[src/rtl/trigger_pulse_shaper_if.sv]
// Bundle of trigger, configuration and status signals for trigger_pulse_shaper.
// The master drives trigger and configuration. The slave (the shaper) drives the
// shaped pulse and the status outputs.
interface trigger_pulse_shaper_if #(
    parameter int CNT_W  = 32,
    parameter int MISS_W = 16
);
    logic              i_trig_in;
    logic              i_arm_en;
    logic [CNT_W-1:0]  i_cfg_width;
    logic [CNT_W-1:0]  i_cfg_holdoff;
    logic [7:0]        i_cfg_burst_count;
    logic [CNT_W-1:0]  i_cfg_burst_gap;
    logic              i_cfg_update;
    logic              i_clr_missed;
    logic              o_pulse_out;
    logic              o_busy;
    logic [MISS_W-1:0] o_missed_count;

    modport master (
        output i_trig_in, i_arm_en, i_cfg_width, i_cfg_holdoff,
               i_cfg_burst_count, i_cfg_burst_gap, i_cfg_update, i_clr_missed,
        input  o_pulse_out, o_busy, o_missed_count
    );

    modport slave (
        input  i_trig_in, i_arm_en, i_cfg_width, i_cfg_holdoff,
               i_cfg_burst_count, i_cfg_burst_gap, i_cfg_update, i_clr_missed,
        output o_pulse_out, o_busy, o_missed_count
    );
endinterface

[src/rtl/trigger_pulse_shaper.sv]
// Trigger pulse shaper. Each accepted trigger produces a pulse of programmable width.
// A dead time (holdoff) follows the last pulse.
// Triggers that arrive while a sequence is running are dropped and counted.
// Configuration is taken from shadow registers, which are loaded by a strobe and
// copied to active registers when a trigger is accepted.
// Optional feature macro: TRIGGER_PULSE_BURST_EN enables multi-pulse bursts
// (GAP state and burst counter). Without it, every trigger yields exactly one pulse.
module trigger_pulse_shaper #(
    parameter int CNT_W  = 32,
    parameter int MISS_W = 16
) (
    input  logic                 clk,
    input  logic                 rst,
    trigger_pulse_shaper_if.slave bus
);
    localparam logic [CNT_W-1:0] CNT_ONE = CNT_W'(1);

    typedef enum logic [1:0] {
        S_IDLE    = 2'd0,
        S_HIGH    = 2'd1,
`ifdef TRIGGER_PULSE_BURST_EN
        S_GAP     = 2'd2,
`endif
        S_HOLDOFF = 2'd3
    } state_t;

    state_t            r_state, w_state_nxt;
    logic [CNT_W-1:0]  r_cnt, w_cnt_nxt;
    logic              r_pulse_out, w_pulse_nxt;
    logic              w_load_act;
    logic [CNT_W-1:0]  r_shd_width, r_shd_holdoff;
    logic [CNT_W-1:0]  r_act_width, r_act_holdoff;
    logic [MISS_W-1:0] r_missed;
    logic              w_miss;

`ifdef TRIGGER_PULSE_BURST_EN
    logic [7:0]        r_shd_burst, r_burst_left, w_burst_nxt;
    logic [CNT_W-1:0]  r_shd_gap, r_act_gap;
`else
    logic              w_unused_cfg;
    assign w_unused_cfg = ^{bus.i_cfg_burst_count, bus.i_cfg_burst_gap};
`endif

    // Shadow registers: load sanitised configuration on the update strobe.
    // Zero values are replaced with 1 here, so every counter load below is at least 0.
    always_ff @(posedge clk) begin
        // NOTE: state is updated with non-blocking assignments, so all flops sample
        // their inputs from the same cycle and do not depend on statement order.
        if (rst) begin
            r_shd_width   <= CNT_ONE;
            r_shd_holdoff <= '0;
`ifdef TRIGGER_PULSE_BURST_EN
            r_shd_burst   <= 8'd1;
            r_shd_gap     <= CNT_ONE;
`endif
        end else if (bus.i_cfg_update) begin
            r_shd_width   <= (bus.i_cfg_width == '0) ? CNT_ONE : bus.i_cfg_width;
            r_shd_holdoff <= bus.i_cfg_holdoff;
`ifdef TRIGGER_PULSE_BURST_EN
            r_shd_burst   <= (bus.i_cfg_burst_count == 8'd0) ? 8'd1 : bus.i_cfg_burst_count;
            r_shd_gap     <= (bus.i_cfg_burst_gap == '0) ? CNT_ONE : bus.i_cfg_burst_gap;
`endif
        end
    end

    // Active registers: freeze the shadow values for the sequence being started.
    always_ff @(posedge clk) begin
        if (rst) begin
            r_act_width   <= CNT_ONE;
            r_act_holdoff <= '0;
`ifdef TRIGGER_PULSE_BURST_EN
            r_act_gap     <= CNT_ONE;
`endif
        end else if (w_load_act) begin
            r_act_width   <= r_shd_width;
            r_act_holdoff <= r_shd_holdoff;
`ifdef TRIGGER_PULSE_BURST_EN
            r_act_gap     <= r_shd_gap;
`endif
        end
    end

    // FSM state, shared phase counter, burst counter and registered pulse output.
    always_ff @(posedge clk) begin
        if (rst) begin
            r_state      <= S_IDLE;
            r_cnt        <= '0;
            r_pulse_out  <= 1'b0;
`ifdef TRIGGER_PULSE_BURST_EN
            r_burst_left <= 8'd0;
`endif
        end else begin
            r_state      <= w_state_nxt;
            r_cnt        <= w_cnt_nxt;
            r_pulse_out  <= w_pulse_nxt;
`ifdef TRIGGER_PULSE_BURST_EN
            r_burst_left <= w_burst_nxt;
`endif
        end
    end

    // Next-state logic. A single counter times the width, gap and holdoff phases
    // down to a terminal value of 0.
    always_comb begin
        // NOTE: every signal gets a default before the case statement, so no path
        // leaves it unassigned and no latch is inferred.
        w_state_nxt = r_state;
        w_cnt_nxt   = r_cnt;
        w_pulse_nxt = 1'b0;
        w_load_act  = 1'b0;
`ifdef TRIGGER_PULSE_BURST_EN
        w_burst_nxt = r_burst_left;
`endif
        case (r_state)
            S_IDLE: begin
                if (bus.i_trig_in && bus.i_arm_en) begin
                    w_load_act  = 1'b1;
                    w_pulse_nxt = 1'b1;
                    w_state_nxt = S_HIGH;
                    w_cnt_nxt   = r_shd_width - CNT_ONE;
`ifdef TRIGGER_PULSE_BURST_EN
                    w_burst_nxt = r_shd_burst - 8'd1;
`endif
                end
            end
            S_HIGH: begin
                if (r_cnt == '0) begin
`ifdef TRIGGER_PULSE_BURST_EN
                    if (r_burst_left != 8'd0) begin
                        w_state_nxt = S_GAP;
                        w_cnt_nxt   = r_act_gap - CNT_ONE;
                    end else
`endif
                    if (r_act_holdoff != '0) begin
                        w_state_nxt = S_HOLDOFF;
                        w_cnt_nxt   = r_act_holdoff - CNT_ONE;
                    end else begin
                        w_state_nxt = S_IDLE;
                    end
                end else begin
                    w_pulse_nxt = 1'b1;
                    w_cnt_nxt   = r_cnt - CNT_ONE;
                end
            end
`ifdef TRIGGER_PULSE_BURST_EN
            S_GAP: begin
                if (r_cnt == '0) begin
                    w_pulse_nxt = 1'b1;
                    w_state_nxt = S_HIGH;
                    w_cnt_nxt   = r_act_width - CNT_ONE;
                    w_burst_nxt = r_burst_left - 8'd1;
                end else begin
                    w_cnt_nxt   = r_cnt - CNT_ONE;
                end
            end
`endif
            S_HOLDOFF: begin
                if (r_cnt == '0) begin
                    w_state_nxt = S_IDLE;
                end else begin
                    w_cnt_nxt   = r_cnt - CNT_ONE;
                end
            end
            default: begin
                w_state_nxt = S_IDLE;
            end
        endcase
    end

    // A trigger outside IDLE is a miss, whatever the state of arm_en.
    assign w_miss = bus.i_trig_in && (r_state != S_IDLE);

    // Missed-trigger counter: saturating. A clear wins over a coincident miss.
    always_ff @(posedge clk) begin
        if (rst) begin
            r_missed <= '0;
        end else if (bus.i_clr_missed) begin
            r_missed <= '0;
        end else if (w_miss && (r_missed != '1)) begin
            r_missed <= r_missed + MISS_W'(1);
        end
    end

    assign bus.o_pulse_out    = r_pulse_out;
    assign bus.o_busy         = (r_state != S_IDLE);
    assign bus.o_missed_count = r_missed;
endmodule

[src/flat_wrapper.sv]
// flat-port wrapper written by rule: the top's interface ports become plain ports
module trigger_pulse_shaper_flat 
#(
    parameter int CNT_W  = 32,
    parameter int MISS_W = 16
)
  (clk, rst, bus_i_trig_in, bus_i_arm_en, bus_i_cfg_width, bus_i_cfg_holdoff, bus_i_cfg_burst_count, bus_i_cfg_burst_gap, bus_i_cfg_update, bus_i_clr_missed, bus_o_pulse_out, bus_o_busy, bus_o_missed_count);
  trigger_pulse_shaper_if #(.CNT_W(CNT_W), .MISS_W(MISS_W)) bus_i ();
  input  logic clk;
  input  logic rst;
  input wire logic [$bits(bus_i.i_trig_in)-1:0] bus_i_trig_in;
  input wire logic [$bits(bus_i.i_arm_en)-1:0] bus_i_arm_en;
  input wire logic [$bits(bus_i.i_cfg_width)-1:0] bus_i_cfg_width;
  input wire logic [$bits(bus_i.i_cfg_holdoff)-1:0] bus_i_cfg_holdoff;
  input wire logic [$bits(bus_i.i_cfg_burst_count)-1:0] bus_i_cfg_burst_count;
  input wire logic [$bits(bus_i.i_cfg_burst_gap)-1:0] bus_i_cfg_burst_gap;
  input wire logic [$bits(bus_i.i_cfg_update)-1:0] bus_i_cfg_update;
  input wire logic [$bits(bus_i.i_clr_missed)-1:0] bus_i_clr_missed;
  output wire logic [$bits(bus_i.o_pulse_out)-1:0] bus_o_pulse_out;
  output wire logic [$bits(bus_i.o_busy)-1:0] bus_o_busy;
  output wire logic [$bits(bus_i.o_missed_count)-1:0] bus_o_missed_count;
  assign bus_i.i_trig_in = bus_i_trig_in;
  assign bus_i.i_arm_en = bus_i_arm_en;
  assign bus_i.i_cfg_width = bus_i_cfg_width;
  assign bus_i.i_cfg_holdoff = bus_i_cfg_holdoff;
  assign bus_i.i_cfg_burst_count = bus_i_cfg_burst_count;
  assign bus_i.i_cfg_burst_gap = bus_i_cfg_burst_gap;
  assign bus_i.i_cfg_update = bus_i_cfg_update;
  assign bus_i.i_clr_missed = bus_i_clr_missed;
  assign bus_o_pulse_out = bus_i.o_pulse_out;
  assign bus_o_busy = bus_i.o_busy;
  assign bus_o_missed_count = bus_i.o_missed_count;
  trigger_pulse_shaper #(.CNT_W(CNT_W), .MISS_W(MISS_W)) u_core (.clk(clk), .rst(rst), .bus(bus_i));
endmodule
[config.mk]
export PLATFORM = sky130hd
export DESIGN_NAME = trigger_pulse_shaper_flat
export DESIGN_NICKNAME = d
export VERILOG_FILES = /design/src/rtl/trigger_pulse_shaper_if.sv /design/src/rtl/trigger_pulse_shaper.sv /design/src/flat_wrapper.sv
export SDC_FILE = /design/constraint.sdc
export NUM_CORES = 1
export LEC_CHECK = 0
export ABC_AREA = 1
export CAP_MARGIN = 20
export CORE_MARGIN = 2
export CORE_UTILIZATION = 56
export DETAILED_ROUTE_END_ITERATION = 10
export HOLD_SLACK_MARGIN = 0.03
export PLACE_DENSITY = 0.82
export SLEW_MARGIN = 10
export SYNTH_ARGS = -nofsm -noshare
export SYNTH_HDL_FRONTEND = slang
export SYNTH_SLANG_ARGS = --single-unit
[constraint.sdc]
create_clock -name clk -period 2 [get_ports clk]
set_input_delay 0.4 -clock clk [delete_from_list [all_inputs] [get_ports clk]]
set_output_delay 0.4 -clock clk [all_outputs]
set_load 0.005 [all_outputs]
# == Word level (Yosys, flattened, before mapping) ==
# Cells that the tools add are included.
# W data, S select, Z words.
# word_totals
regBits,147
input_bits,110
output_inout_bits,18
elab_cells,46
# classes
n_addsub,4
n_eq_ne,8
n_mux,15
reduce_logical,12
# ops
operator,count
$mux W32,5
$pmux W32 S3,1
$sub A32 B1 Y32 const B,3
$logic_not A32 Y1,2
$reduce_bool A32 Y1,1
$add A16 B1 Y16 const B,1
$ne A16 B16 Y1 const B,1
$mux W2,4
$ne A2 B1 Y1 const B,3
$pmux W2 S3,1
$reduce_and A4 Y1,1
$logic_and A1 B1 Y1,3
$mux W1,3
$ne A3 B3 Y1 const B,1
$reduce_and A3 Y1,1
$reduce_bool A3 Y1,1
$eq A2 B1 Y1 const B,1
$eq A2 B2 Y1 const B,1
$logic_not A2 Y1,1
$ne A2 B2 Y1 const B,1
$pmux W1 S2,1
$reduce_bool A2 Y1,1
$reduce_or A2 Y1,1

# == Depth between registers and ports, before layout ==
# depth
word_depth,4
depth_mapped,13

# == Worst setup path after synthesis ==
# OpenSTA, ideal clock, no wires.
# synth_path
kind,register -> register
startpoint,reg u_core.r_act_holdoff[0]
endpoint,reg u_core.r_cnt[9]
setup_time_ns,0.115
arrival_ns,1.626
required_ns,1.885
path_slack_ns,0.260
stages_incl_launch_ff,13
cell_sequence,dfxtp_1 > inv_1 > ha_1 > nand2_1 > nor2_4 > nand2_1 > nor2_2 > nand3_2 > nand2_2 > nor2_4 > buf_6 > o21ai_1 > nor2_1
# synth_between
elab_chain_cells,4
word_cells_on_any_way,7
cone_classes,add/sub (1); eq/ne (1); mux (3); reduce/logical (2)
# synth_lines
item,line_no,rtl
"start, declared",trigger_pulse_shaper.sv:32,"logic [CNT_W-1:0] r_act_width, r_act_holdoff;"
"start signal, assigned",trigger_pulse_shaper.sv:76,r_act_holdoff <= r_shd_holdoff;
$sub A32 B1 Y32,trigger_pulse_shaper.sv:136,w_cnt_nxt = r_act_holdoff - CNT_ONE;
$mux W32,trigger_pulse_shaper.sv:134,if (r_act_holdoff != '0) begin
$mux W32,trigger_pulse_shaper.sv:127,if (r_cnt == '0) begin
$pmux W32 S3,trigger_pulse_shaper.sv:114,case (r_state)
"end signal, assigned",trigger_pulse_shaper.sv:94,r_cnt <= w_cnt_nxt;
"end, declared",trigger_pulse_shaper.sv:28,"logic [CNT_W-1:0] r_cnt, w_cnt_nxt;"
# Several ways; a longest one is shown, not always the timed one. The select of a mux whose other input is x is not followed.
# A chain may end at the register's enable or synchronous reset.

# == Final worst setup path ==
# layout_path
startpoint,reg u_core.r_cnt[19]
endpoint,reg u_core.r_cnt[6]
# layout_between
elab_chain_cells,3
word_cells_on_any_way,6
cone_classes,eq/ne (2); mux (2); reduce/logical (2)
# layout_lines
item,line_no
$logic_not A32 Y1 (*),"trigger_pulse_shaper.sv:127, trigger_pulse_shaper.sv:158"
$ne A3 B3 Y1 (no source line) (tied with other cells),-
$reduce_and A4 Y1 (no source line) / $pmux W32 S3 (equally long branches),-
# Every way passes the cells marked *; elsewhere a longest branch is shown, timed or not.

==> metrics.cfg <==
[outcome]
run_status=finished, final reports clean

[floorplan]
fp.dieW_um=131
initial_utilization_pct=57.2
cell_row_count=46
chipHeight_um=131
fp.dieArea_mm2=0.0172
core_area_mm2=0.0159
design.portCount=128

[grt]
grtUsageTotal_pct=32.3
grt_first_pass_wirelength_mm=45.0
pin_count_of_the_biggest_net_entering_global_routing=65
first_global_vias=9286
antenna_found_initial=1
grt_overflow=0

[synthesis]
most_common_library_cells_after_synthesis=sky130_fd_sc_hd__nor2_1, sky130_fd_sc_hd__nand2_1, sky130_fd_sc_hd__inv_1
synth_edf_count=0
yosys.cell_types.count=38
syn_inst=1498
async_set_or_reset_register_ratio_after_synthesis_pct=0
mappedNetlistNets=1613
post-synth-top-count-cell=sky130_fd_sc_hd__nor2_1
fraction_of_synthesized_cell_area_taken_by_the_top_area_cell_type_pct=32.4
syn_area_mm2=0.00908
synthTopCellsByArea=sky130_fd_sc_hd__dfxtp_1, sky130_fd_sc_hd__nor2_1, sky130_fd_sc_hd__nand2_1, sky130_fd_sc_hd__nand3_1, sky130_fd_sc_hd__o21ai_0
ys_seq_area_share_pct=32.4
dominantRegCellSynth=sky130_fd_sc_hd__dfxtp_1
synth_seq_cells=147
syn-mean-instance-area_um2=6.06
synth.yosys.warnings=0
yosysTopAreaCell=sky130_fd_sc_hd__dfxtp_1

[layout]
area_growth_pct=27.6
num-fill-cells=1378
finish.utilization_pct=73.0
final_layout_size_suffix_gt1_share_pct=12.8
sequential_cell_area_mm2=0.00294
nets=1773
final_cells=1887
multi_input_area_mm2=0.00546
finalInstanceArea_mm2=0.0116

[setup_path]
worst_path_largest_cell_delay_ps=330
critical_path.startpoint=u_core.r_cnt[19]
worst_r2r_end=u_core.r_cnt[6]
worst-path-max-fanout=10
required_ps=2380
reg2regPathDepth=13
critical-path-slowest-cell=sky130_fd_sc_hd__dfxtp_1
critPathCaptureType=flop
setup.worst_path.class=reg -> reg
critical_path_source_type=flop
critical_path_arrival_ps=2340
ff_to_ff_start=u_core.r_cnt[19]
r2r_slack_ps=40
timing_endpoint_of_the_critical_path=u_core.r_cnt[6]
timing.critical_path.cells=nor2_2, nand2_2, nor2_4, buf_4, nand2_4, nor2_8, nand2_1, nand2_2, inv_2, nand3_4, clkbuf_16, nor2_1, nor2_1

[timing]
fin_tns_setup_ps=0
final-max-slew-violation-count=0
setup_viol_count_final=0
period_minus_slack_ps=1960
worst-slew-pin-transition_ps=508
finalHoldViolations=0
relative_slew_margins_pct=66.1
timing.fmax_mhz=509
min_period_over_period_pct=98.2
rsz_0062_raised_after_global_routing=true
worst_clock_skew_ps=9.65

[drt]
postRouteAntennaNets=0
postRouteWirelength_mm=28.6
drt_drc_violations_left=0
wire_per_inst_um=15.2
vias=10234
drt-pass1-iter-count=5
post_drt_via_cell_ratio=5.42
initialDrtViolationCount=896

[place]
place_congestion=1.01
detailed_place_hpwl_mm=21.5
portBuffers=87
post-place-cells=1842
dpl-instance-area_mm2=0.0108

[power_and_ir_drop]
leakagePower_uw=0.00521
p_per_area_mw_per_mm2=808
ir_drop_mv=0.726
total_power_uw=9360

[cts]
clock_latency_ps=440
cts.sinks=147
cts_buffer_depth=2
cts_made_buffers=17
ctsRootBufferMaster=sky130_fd_sc_hd__clkbuf_16
cts.reportedPaths.clkPinSlew_ps=70
htree_num_levels=4
tritoncts=built

[min_path]
hold_path_class=in -> reg

[job]
max-cap-violations=0

## cell type report
cell class | instances | share of cell area [%]
inverters | 157 | 5.09
well taps | 216 | 2.33
repair buffers | 189 | 15.3
diodes | 1 | 0.0216
multi-input cells | 1146 | 47.1
clock inverters | 13 | 0.983
clock buffers | 18 | 3.79
flip-flops and latches | 147 | 25.4
## sequential cells by signal (all words and copies together) (netlist names)
register	count
u_core.r_act_holdoff	32
u_core.r_shd_holdoff	32
u_core.r_shd_width	32
u_core.bus.o_missed_count	16
u_core.bus.o_pulse_out	1
u_core.r_cnt	32
u_core.r_state	2
## what timing repair did
item / 4_1_cts / 5_1_grt
hold endpoints to repair: 0 / 0
gates resized for setup: 1 / 49
hold buffers: 0 / 0
pin swaps: 0 / 10
setup buffers: 1 / 9
cloned: 0 / 3
setup endpoints to repair: 1 / 33
## cells in the final DEF (no fill, tap or decap), types with 2 or more instances in the layout
| cell type | count |
|---|---|
| sky130_fd_sc_hd__nand2_1 | 294 |
| sky130_fd_sc_hd__buf_4 | 90 |
| sky130_fd_sc_hd__buf_6 | 2 |
| sky130_fd_sc_hd__buf_12 | 8 |
| sky130_fd_sc_hd__o21bai_1 | 3 |
| sky130_fd_sc_hd__clkinv_4 | 2 |
| sky130_fd_sc_hd__nor3_1 | 9 |
| sky130_fd_sc_hd__nor2_1 | 321 |
| sky130_fd_sc_hd__clkbuf_16 | 19 |
| sky130_fd_sc_hd__clkinv_1 | 2 |
| sky130_fd_sc_hd__xnor2_1 | 8 |
| sky130_fd_sc_hd__nand3_2 | 3 |
| sky130_fd_sc_hd__nand3_4 | 2 |
| sky130_fd_sc_hd__xor2_1 | 28 |
| sky130_fd_sc_hd__o21ai_1 | 41 |
| sky130_fd_sc_hd__nor4_1 | 3 |
| sky130_fd_sc_hd__nand4_1 | 28 |
| sky130_fd_sc_hd__o21ai_0 | 120 |
| sky130_fd_sc_hd__clkinvlp_4 | 3 |
| sky130_fd_sc_hd__ha_1 | 2 |
| sky130_fd_sc_hd__clkdlybuf4s50_1 | 86 |
| sky130_fd_sc_hd__nand2_2 | 13 |
| sky130_fd_sc_hd__dfxtp_1 | 146 |
| sky130_fd_sc_hd__ha_2 | 3 |
| sky130_fd_sc_hd__nor2_4 | 15 |
| sky130_fd_sc_hd__nor2_2 | 20 |
| sky130_fd_sc_hd__nand3b_1 | 3 |
| sky130_fd_sc_hd__a21oi_1 | 82 |
| sky130_fd_sc_hd__nand3_1 | 124 |
| sky130_fd_sc_hd__a211oi_1 | 2 |
| sky130_fd_sc_hd__inv_6 | 4 |
| sky130_fd_sc_hd__or2_2 | 9 |
| sky130_fd_sc_hd__inv_8 | 3 |
| sky130_fd_sc_hd__inv_2 | 6 |
| sky130_fd_sc_hd__inv_1 | 149 |
| sky130_fd_sc_hd__and2_1 | 3 |
## power breakdown
part	internal (uW)	total (uW)	switching [uW]
Sequential	3160	3370	217
Combinational	1150	2910	1760
Clock	1650	3070	1420
## stage by stage
stage | setup slack [ps] | hold slack [ps]
after detailed placement | 50.0 | 477
after floorplan | 260 | 436
after CTS | 38.6 | 322
after global placement | 89.1 | 455
after global routing | -53.1 | 399
final | 36.6 | 326
## worst max-delay path: cells and delay by family (launching register included)
kind / cells / cell delay [ps]
and+or+nand+nor: 10 / 1170
DFF: 1 / 330
buffers and inverters: 3 / 390
## worst min-delay path by stage
stage | from | endpoint | cells after the start
2_1_floorplan | u_core.r_shd_width[0] | u_core.r_shd_width[0] | 2
3_3_place_gp | u_core.r_shd_width[0] | u_core.r_shd_width[0] | 2
3_5_place_dp | u_core.r_shd_holdoff[26] | u_core.r_shd_holdoff[26] | 2
4_1_cts | bus_i_cfg_update | u_core.r_shd_holdoff[31] | 4
5_1_grt | bus_i_cfg_update | u_core.r_shd_holdoff[31] | 4
6_report | bus_i_cfg_update | u_core.r_shd_holdoff[31] | 4
## logic make-up after synthesis
| family | count (synthesis) | synth area share [%] |
|---|---|---|
| AND/OR/NAND/NOR | 852 | 40.2 |
| AO/OA/AOI/OAI | 252 | 14.1 |
| adder cells (fa/ha/maj) | 5 | 0.689 |
| flip-flops | 147 | 32.4 |
| XOR/XNOR | 36 | 3.47 |
| buffers and inverters | 206 | 9.14 |
## per-layer routing
metal,vias up,wire [um],share of wire (%),GRT usage [%]
met5,-,0,0,0
met4,0,887,3.1,11.0
met3,59,2440,8.5,8.02
met2,399,13300,46,53.0
met1,4632,12000,42,41.5
li1,5144,-,-,-
Power figures use the tool's default switching activity.
